**config.mk**
```make
export PLATFORM = sky130hd
export DESIGN_NAME = regfile_write_sequencer
export DESIGN_NICKNAME = d
export VERILOG_FILES = /design/src/rtl/regfile_write_sequencer.sv
export SDC_FILE = /design/constraint.sdc
export NUM_CORES = 1
export LEC_CHECK = 0
export CAP_MARGIN = 20
export CORE_ASPECT_RATIO = 0.8
export CORE_UTILIZATION = 50
export DETAILED_ROUTE_END_ITERATION = 8
export PLACE_DENSITY = 0.76
export SLEW_MARGIN = 5
export SYNTH_ARGS = -nofsm -noshare
export SYNTH_HDL_FRONTEND = slang
export SYNTH_SLANG_ARGS = --single-unit
```
**constraint.sdc**
```tcl
create_clock -name clk -period 3.55 [get_ports clk]
set_input_delay 0.71 -clock clk [delete_from_list [all_inputs] [get_ports clk]]
set_output_delay 0.71 -clock clk [all_outputs]
set_load 0.005 [all_outputs]
```
**src/rtl/regfile_write_sequencer.sv**
```systemverilog
// Register-file write-port arbiter: ALU results take priority, loads queue in an in-order FIFO.
// Define WB_LOAD_BYPASS_EN to let a load skip the FIFO when it is empty and the ALU is idle.
module regfile_write_sequencer #(
  parameter int unsigned XLEN       = 32,
  parameter int unsigned DEPTH      = 4,
  parameter int unsigned REG_ADDR_W = 5
) (
  input  logic                        clk,
  input  logic                        rst,
  input  logic                        aluValid,
  input  logic [REG_ADDR_W-1:0]       aluRd,
  input  logic [XLEN-1:0]             aluData,
  input  logic                        loadValid,
  output logic                        loadReady,
  input  logic [REG_ADDR_W-1:0]       loadRd,
  input  logic [XLEN-1:0]             loadData,
  output logic                        writeEnable,
  output logic [REG_ADDR_W-1:0]       desRegister,
  output logic [XLEN-1:0]             writeData,
  output logic [2**REG_ADDR_W-1:0]    pendingMask,
  output logic [$clog2(DEPTH):0]      fifoCount
);

  localparam int unsigned PTR_W = $clog2(DEPTH);
  localparam logic [PTR_W:0] FULL = (PTR_W + 1)'(DEPTH);

  logic [REG_ADDR_W-1:0] r_rd   [DEPTH];
  logic [XLEN-1:0]       r_data [DEPTH];
  logic [DEPTH-1:0]      r_live;
  logic [PTR_W-1:0]      r_head, r_tail;
  logic [PTR_W:0]        r_count;

  logic                  r_we;
  logic [REG_ADDR_W-1:0] r_des;
  logic [XLEN-1:0]       r_wdata;

  logic w_empty, w_accept, w_kill, w_pop, w_bypass, w_push, w_push_live;
  logic [2**REG_ADDR_W-1:0] w_mask;

  assign w_empty   = (r_count == '0);
  assign loadReady = (r_count != FULL);
  assign w_accept  = loadValid && loadReady;
  assign w_kill    = aluValid && (aluRd != '0);
  assign w_pop     = !aluValid && !w_empty;

`ifdef WB_LOAD_BYPASS_EN
  assign w_bypass = !aluValid && w_empty && w_accept;
`else
  assign w_bypass = 1'b0;
`endif

  assign w_push = w_accept && !w_bypass;
  // A load accepted alongside a same-rd ALU write is older than it, so it enters already dead.
  assign w_push_live = (loadRd != '0) && !(w_kill && (loadRd == aluRd));

  always_ff @(posedge clk or posedge rst) begin
    if (rst) begin
      r_live  <= '0;
      r_head  <= '0;
      r_tail  <= '0;
      r_count <= '0;
    end else begin
      for (int i = 0; i < DEPTH; i++) begin
        if (w_kill && (r_rd[i] == aluRd)) r_live[i] <= 1'b0;
      end
      if (w_pop) begin
        r_live[r_head] <= 1'b0;
        r_head         <= r_head + PTR_W'(1);
      end
      if (w_push) begin
        r_live[r_tail] <= w_push_live;
        r_tail         <= r_tail + PTR_W'(1);
      end
      r_count <= r_count + {{PTR_W{1'b0}}, w_push} - {{PTR_W{1'b0}}, w_pop};
    end
  end

  always_ff @(posedge clk) begin
    if (w_push) begin
      r_rd[r_tail]   <= loadRd;
      r_data[r_tail] <= loadData;
    end
  end

  always_ff @(posedge clk or posedge rst) begin
    if (rst) begin
      r_we    <= 1'b0;
      r_des   <= '0;
      r_wdata <= '0;
    end else if (aluValid) begin
      r_we    <= (aluRd != '0);
      r_des   <= aluRd;
      r_wdata <= aluData;
    end else if (w_pop) begin
      r_we    <= r_live[r_head] && (r_rd[r_head] != '0);
      r_des   <= r_rd[r_head];
      r_wdata <= r_data[r_head];
    end else if (w_bypass) begin
      r_we    <= (loadRd != '0);
      r_des   <= loadRd;
      r_wdata <= loadData;
    end else begin
      r_we <= 1'b0;
    end
  end

  always_comb begin
    w_mask = '0;
    for (int i = 0; i < DEPTH; i++) begin
      if (r_live[i]) w_mask[r_rd[i]] = 1'b1;
    end
  end

  assign pendingMask = w_mask;
  assign fifoCount   = r_count;
  assign writeEnable = r_we;
  assign desRegister = r_des;
  assign writeData   = r_wdata;

endmodule

```
After elaboration in Yosys (flattened, before gate mapping)
Memory sizes are Yosys's and may differ from the RTL's.
Cells that the tools add are included.
- bits in registers: 49
- RAM bits: 148
- word-level logic and storage cells: 93
- memories: 2
- add/sub/neg operators: 4
- order comparisons: 12
- equal/unequal tests: 6
- mux-type cells: 33
- bitwise operators: 5
- reduce and logical (&&, ||, !) cells: 24
- memory list (name ; depth ; bits a word ; read ports ; clocked after Yosys merged registers in ; write ports ; line ; RTL):
    r_data ; 4 ; 32 ; 1 ; 0 ; 1 ; 28 ; logic [XLEN-1:0] r_data [DEPTH];
    r_rd ; 4 ; 5 ; 5 ; 0 ; 1 ; 27 ; logic [REG_ADDR_W-1:0] r_rd [DEPTH];
- operators by type and width (kind ; count):
    $mux 32 ; 6
    $or 32x32->32 ; 3
    $eq 5x5->1 ; 5
    $lt 5x6->1 const B ; 4
    $demux 1 s5 ; 4
    $ge 5x1->1 const B ; 4
    $logic_and 1x1->1 ; 16
    $mux 1 ; 15
    $reduce_bool 5->1 ; 3
    $mux 5 ; 2
    $mux 4 ; 2
    $lt 2x3->1 const B ; 2
    $add 2x1->2 const B ; 2
    $and 4x4->4 ; 1
    $bwmux 4 ; 1
    $demux 1 s2 ; 2
    $ge 2x1->1 const B ; 2
    $not 4->4 ; 1
    $add 3x1->3 ; 1
    $logic_not 1->1 ; 3
    $logic_not 3->1 ; 1
    $ne 3x3->1 const B ; 1
    $sub 3x1->3 ; 1
    $bmux 1 s2 ; 1
    $reduce_bool 2->1 ; 1

Depth between registers and ports, before layout
An unclocked memory read counts as a cell.
- depth in word-level cells: 12
- mapped depth: 9
- mapped depth without buffers: 8

Least setup slack after synthesis
Ideal clock, no wire load.
- kind: input port to flip-flop
- start point: input aluValid
- end point: register r_count[1] (netlist: fifoCount[1])
- data arrival time: 2.067 ns
- required time: 3.415 ns
- path slack: 1.347 ns
- stages on the path: 7
- path buffers: 1
- cell sequence: or2_2 clkbuf_1 inv_2 ha_1 inv_1 ha_1 fa_1
- longest elaborated chain between the ends: 3
- RTL lines (item ; line ; RTL):
    from (decl) ; 10 ; input logic aluValid,
    $logic_not 1->1 ; 44 ; assign w_pop = !aluValid && !w_empty;
    $logic_and 1x1->1 ; 44 ;
    net w_pop ; 37 ; logic w_empty, w_accept, w_kill, w_pop, w_bypass, w_push, w_push_live;
    $sub 3x1->3 ; 74 ; r_count <= r_count + {{PTR_W{1'b0}}, w_push} - {{PTR_W{1'b0}}, w_pop};
    to (signal assigned) ; 74 ;
    to (decl) ; 31 ; logic [PTR_W:0] r_count;
The timed path passes the listed nets, and every way through them passes these cells.
A chain may end at the register's enable or synchronous reset.

==> results.md <==
- Status: finished clean
- Setup bufs post-CTS: 0
- Most common cell after layout, fill and taps aside: clkdlybuf4s50_1
- Hold Startpoint: writeData[15]$_DFFE_PP0P_
- Power Dens Cells: 723 nW/um^2
- CTS Buf Count: 17
- Die ar.: 18,800 sq um
- Worst Hold Class: reg -> reg
- Top cell family by delay on the critical path: buffers and inverters
- Post-synthesis mux area share: 13.1%
- Max Fclk: 307 MHz
- Vias in the first global route: 6,121
- Warnings from Yosys: 0
- Maximum fanout along the worst path: 7
- Critical Path RT: 2.84 ns
- Synth cell types: 44
- Post-synth EDFFs: 148
- Initial Utilization: 51.9%
- Largest net degree at the start of global routing: 50
- CTS tree: done
- Post-CTS sizing: 0
- Main synth FF type: edfxtp_1
- Placeable Area: 17,600 sq um
- H-tree depth: 4
- # rows: 43
- DP HPWL: 16,000 um
- Die Span Y: 123 um
- Setup crit start kind: flip-flop
- Worst setup path start: r_rd[2][3]$_DFFE_PP_
- Fraction of layout cells with a size suffix above 1: 13.4%
- Cells on worst reg2reg path: 8
- Via count: 6,228
- Clk sinks: 197
- Slew of the pin with the lowest slew margin: 0.847 ns
- Unrepaired setup endpoints after global routing: no
- Gr ovfl total: 0
- Synth Area in XOR/XNOR: 2.78%
- First-pass GRT wire length: 35,100 um
- DR iter-0 viols: 867
- Final instance area: 11,500 sq um
- WL/cell: 23.0 um
- FILL cells: 1,238
- Area growth, synth to finish: 26.6%
- Fin. Hold Viols: 0
- Vias/cell: 6.17
- Final cell count without fillers: 1,009
- FFs w/ async S/R, synth: 24.9%
- Clk pin slew, worst setup/hold paths: 0.08 ns
- Hold-critical path depth: 2
- Slowest CP cell: nor3b_1
- Tcrit/Tclk final: 91.8%
- Total track usage: 25.3%
- DRC violations left: 0
- Placed instance count: 976
- GPL Wtd Cong: 1.00
- CP arrival: 2.55 ns
- Worst path cell trace: buf_4 -> nor3b_1 -> a22oi_1 -> o221ai_1 -> clkdlybuf4s50_1
- Clk Latency, worst-skew pair: 0.43 ns
- Slew HR: 43.4%
- Crit path kind: reg -> out
- Adder-cell share of the synthesized area: 1.59%
- Clock tree buffer depth: 2
- Worst Clk Skew: 0.0152 ns
- Most frequent cells in the layout: 150 x clkdlybuf4s50_1, 148 x edfxtp_1, 57 x nand2_1
- Reg2Reg Capture Point: fifoCount[2]$_DFF_PP0_
- Die width: 153 um
- Leakage: 0.00405 uW
- Avg Cell Area, Syn: 14.4 sq um
- Initial antenna violation count: 0
- Largest family of logic cells by synthesized area: multiplexers
- Seq/Total Area, Yosys: 62.1%
- Synth Area in Compound Gates: 8.71%
- Critical path endpoint category: primary output
- Endpoints failing setup: 0
- Post-route antenna net violation count: 0
- Post-synthesis cell count: 634
- Synth Cell Area: 9130 sq um
- Quantity of I/O buffers inserted on ports: 151
- CTS Hold Buffers Added: 0
- Mapped Nets: 723
- Critical Path Max Stage Delay: 0.59 ns
- Maximum VDD drop: 0.412 mV
- Total Wirelength: 23,200 um
- Synthesis-stage register bit count: 197
- Ports: 152
- DRT Pass-1 Iters: 5
- Layout Nets: 860
- Placed instance area: 10,900 sq um
- Max-Cap Viols: 0
- Hold Crit Endpoint: writeData[15]$_DFFE_PP0P_
- Clk root buf: clkbuf_16
- Final min period: 3.26 ns
- Hold WS: 0.480 ns
- FF-to-FF setup slack: 1.32 ns
- CP Buf/Inv Count: 2
- Max-slew violation count: 0
- Ant diodes: 0
- Sum Neg Setup Slack: 0 ns
- Worst R2R Start: fifoCount[1]$_DFF_PP0_
- Synthesized-area fraction occupied by and/or/nand/nor cells: 8.62%
[registers in the layout (all words and copies together) (netlist names)]
signal and flops:
r_data 128, writeData 32, r_rd 20, desRegister 5, r_live 4, fifoCount 3, r_head 2, r_tail 2
writeEnable 1
[where the power goes]
group          switching [uW]  internal, uW
logic                    1300          1420
clock network             961          1110
registers                 421          3140
[routing by layer]
metal / GRT usage [%] / share of wire (%)
met1: 37.1 / 44
met3: 6.25 / 8.5
met4: 8.08 / 1.2
met5: 0 / 0
met2: 37.2 / 46
[cells by family (layout without fill, tap and decap cells)]
kind of cell	Yosys count	in the layout
DFF	197	197
adders and majority gates	11	11
and+or+nand+nor	143	143
AOI/OAI and AO/OA	113	113
buffers and inverters	70	220
muxes	71	71
xor gates and xnor gates	29	29
[cell type report]
| cell class | count | area, sq um | area share (%) |
|---|---|---|---|
| sequential | 197 | 5670 | 49.1 |
| clock inverter | 15 | 241 | 2.09 |
| clock buffer | 17 | 425 | 3.68 |
| inverter | 24 | 90.1 | 0.780 |
| timing repair buffer | 164 | 1650 | 14.3 |
| tap | 225 | 282 | 2.44 |
| multi-input combinational | 367 | 3180 | 27.6 |
[cell usage after synthesis, types with 2 or more instances]
library cell	instances	area [sq um]
edfxtp_1	148	4440
nand2_1	57	214
dfrtp_1	49	1230
mux4_2	36	811
o21ai_0	36	180
clkbuf_1	33	124
mux2i_1	32	320
inv_1	23	86.3
xnor2_1	20	175
a22oi_1	19	143
nand3_1	15	75.1
a221o_1	12	120
o211ai_1	12	90.1
o221ai_1	12	105
o22ai_1	12	75.1
ha_1	10	125
nand3b_1	10	75.1
nor2_1	10	37.5
nor3b_1	10	75.1
and3b_1	9	78.8
xor2_1	9	78.8
buf_2	8	40.0
or3b_2	7	61.3
and3_1	6	37.5
a222oi_1	5	50.1
buf_1	4	15.0
nor3_1	4	20.0
nor4_1	4	25.0
or2_2	3	18.8
a21oi_1	2	10.0
and2_1	2	12.5
mux4_1	2	52.6
or3_1	2	12.5
[tightest hold or removal path, stage by stage (launching register included)]
cell and delay, ns:
dfrtp_1 0.35, nand2_1 0.04, o21ai_0 0.06
[through the flow]
stage	utilization, %	power, uW	setup WS (ns)
floorplan	-	5030	1.35
global placement	61.7	6230	0.772
detailed placement	61.7	6290	0.807
CTS	65.5	8400	0.330
global route	65.6	8750	0.231
finish	65.6	8350	0.291
[worst max path at each step]
stage                                  end  cells past startpoint
global placement            pendingMask[0]                      4
CTS                        pendingMask[18]                      5
finish                     pendingMask[16]                      5
global route               pendingMask[16]                      5
floorplan           fifoCount[1]$_DFF_PP0_                      7
detailed placement         pendingMask[18]                      5
Power figures use the tool's default switching activity.
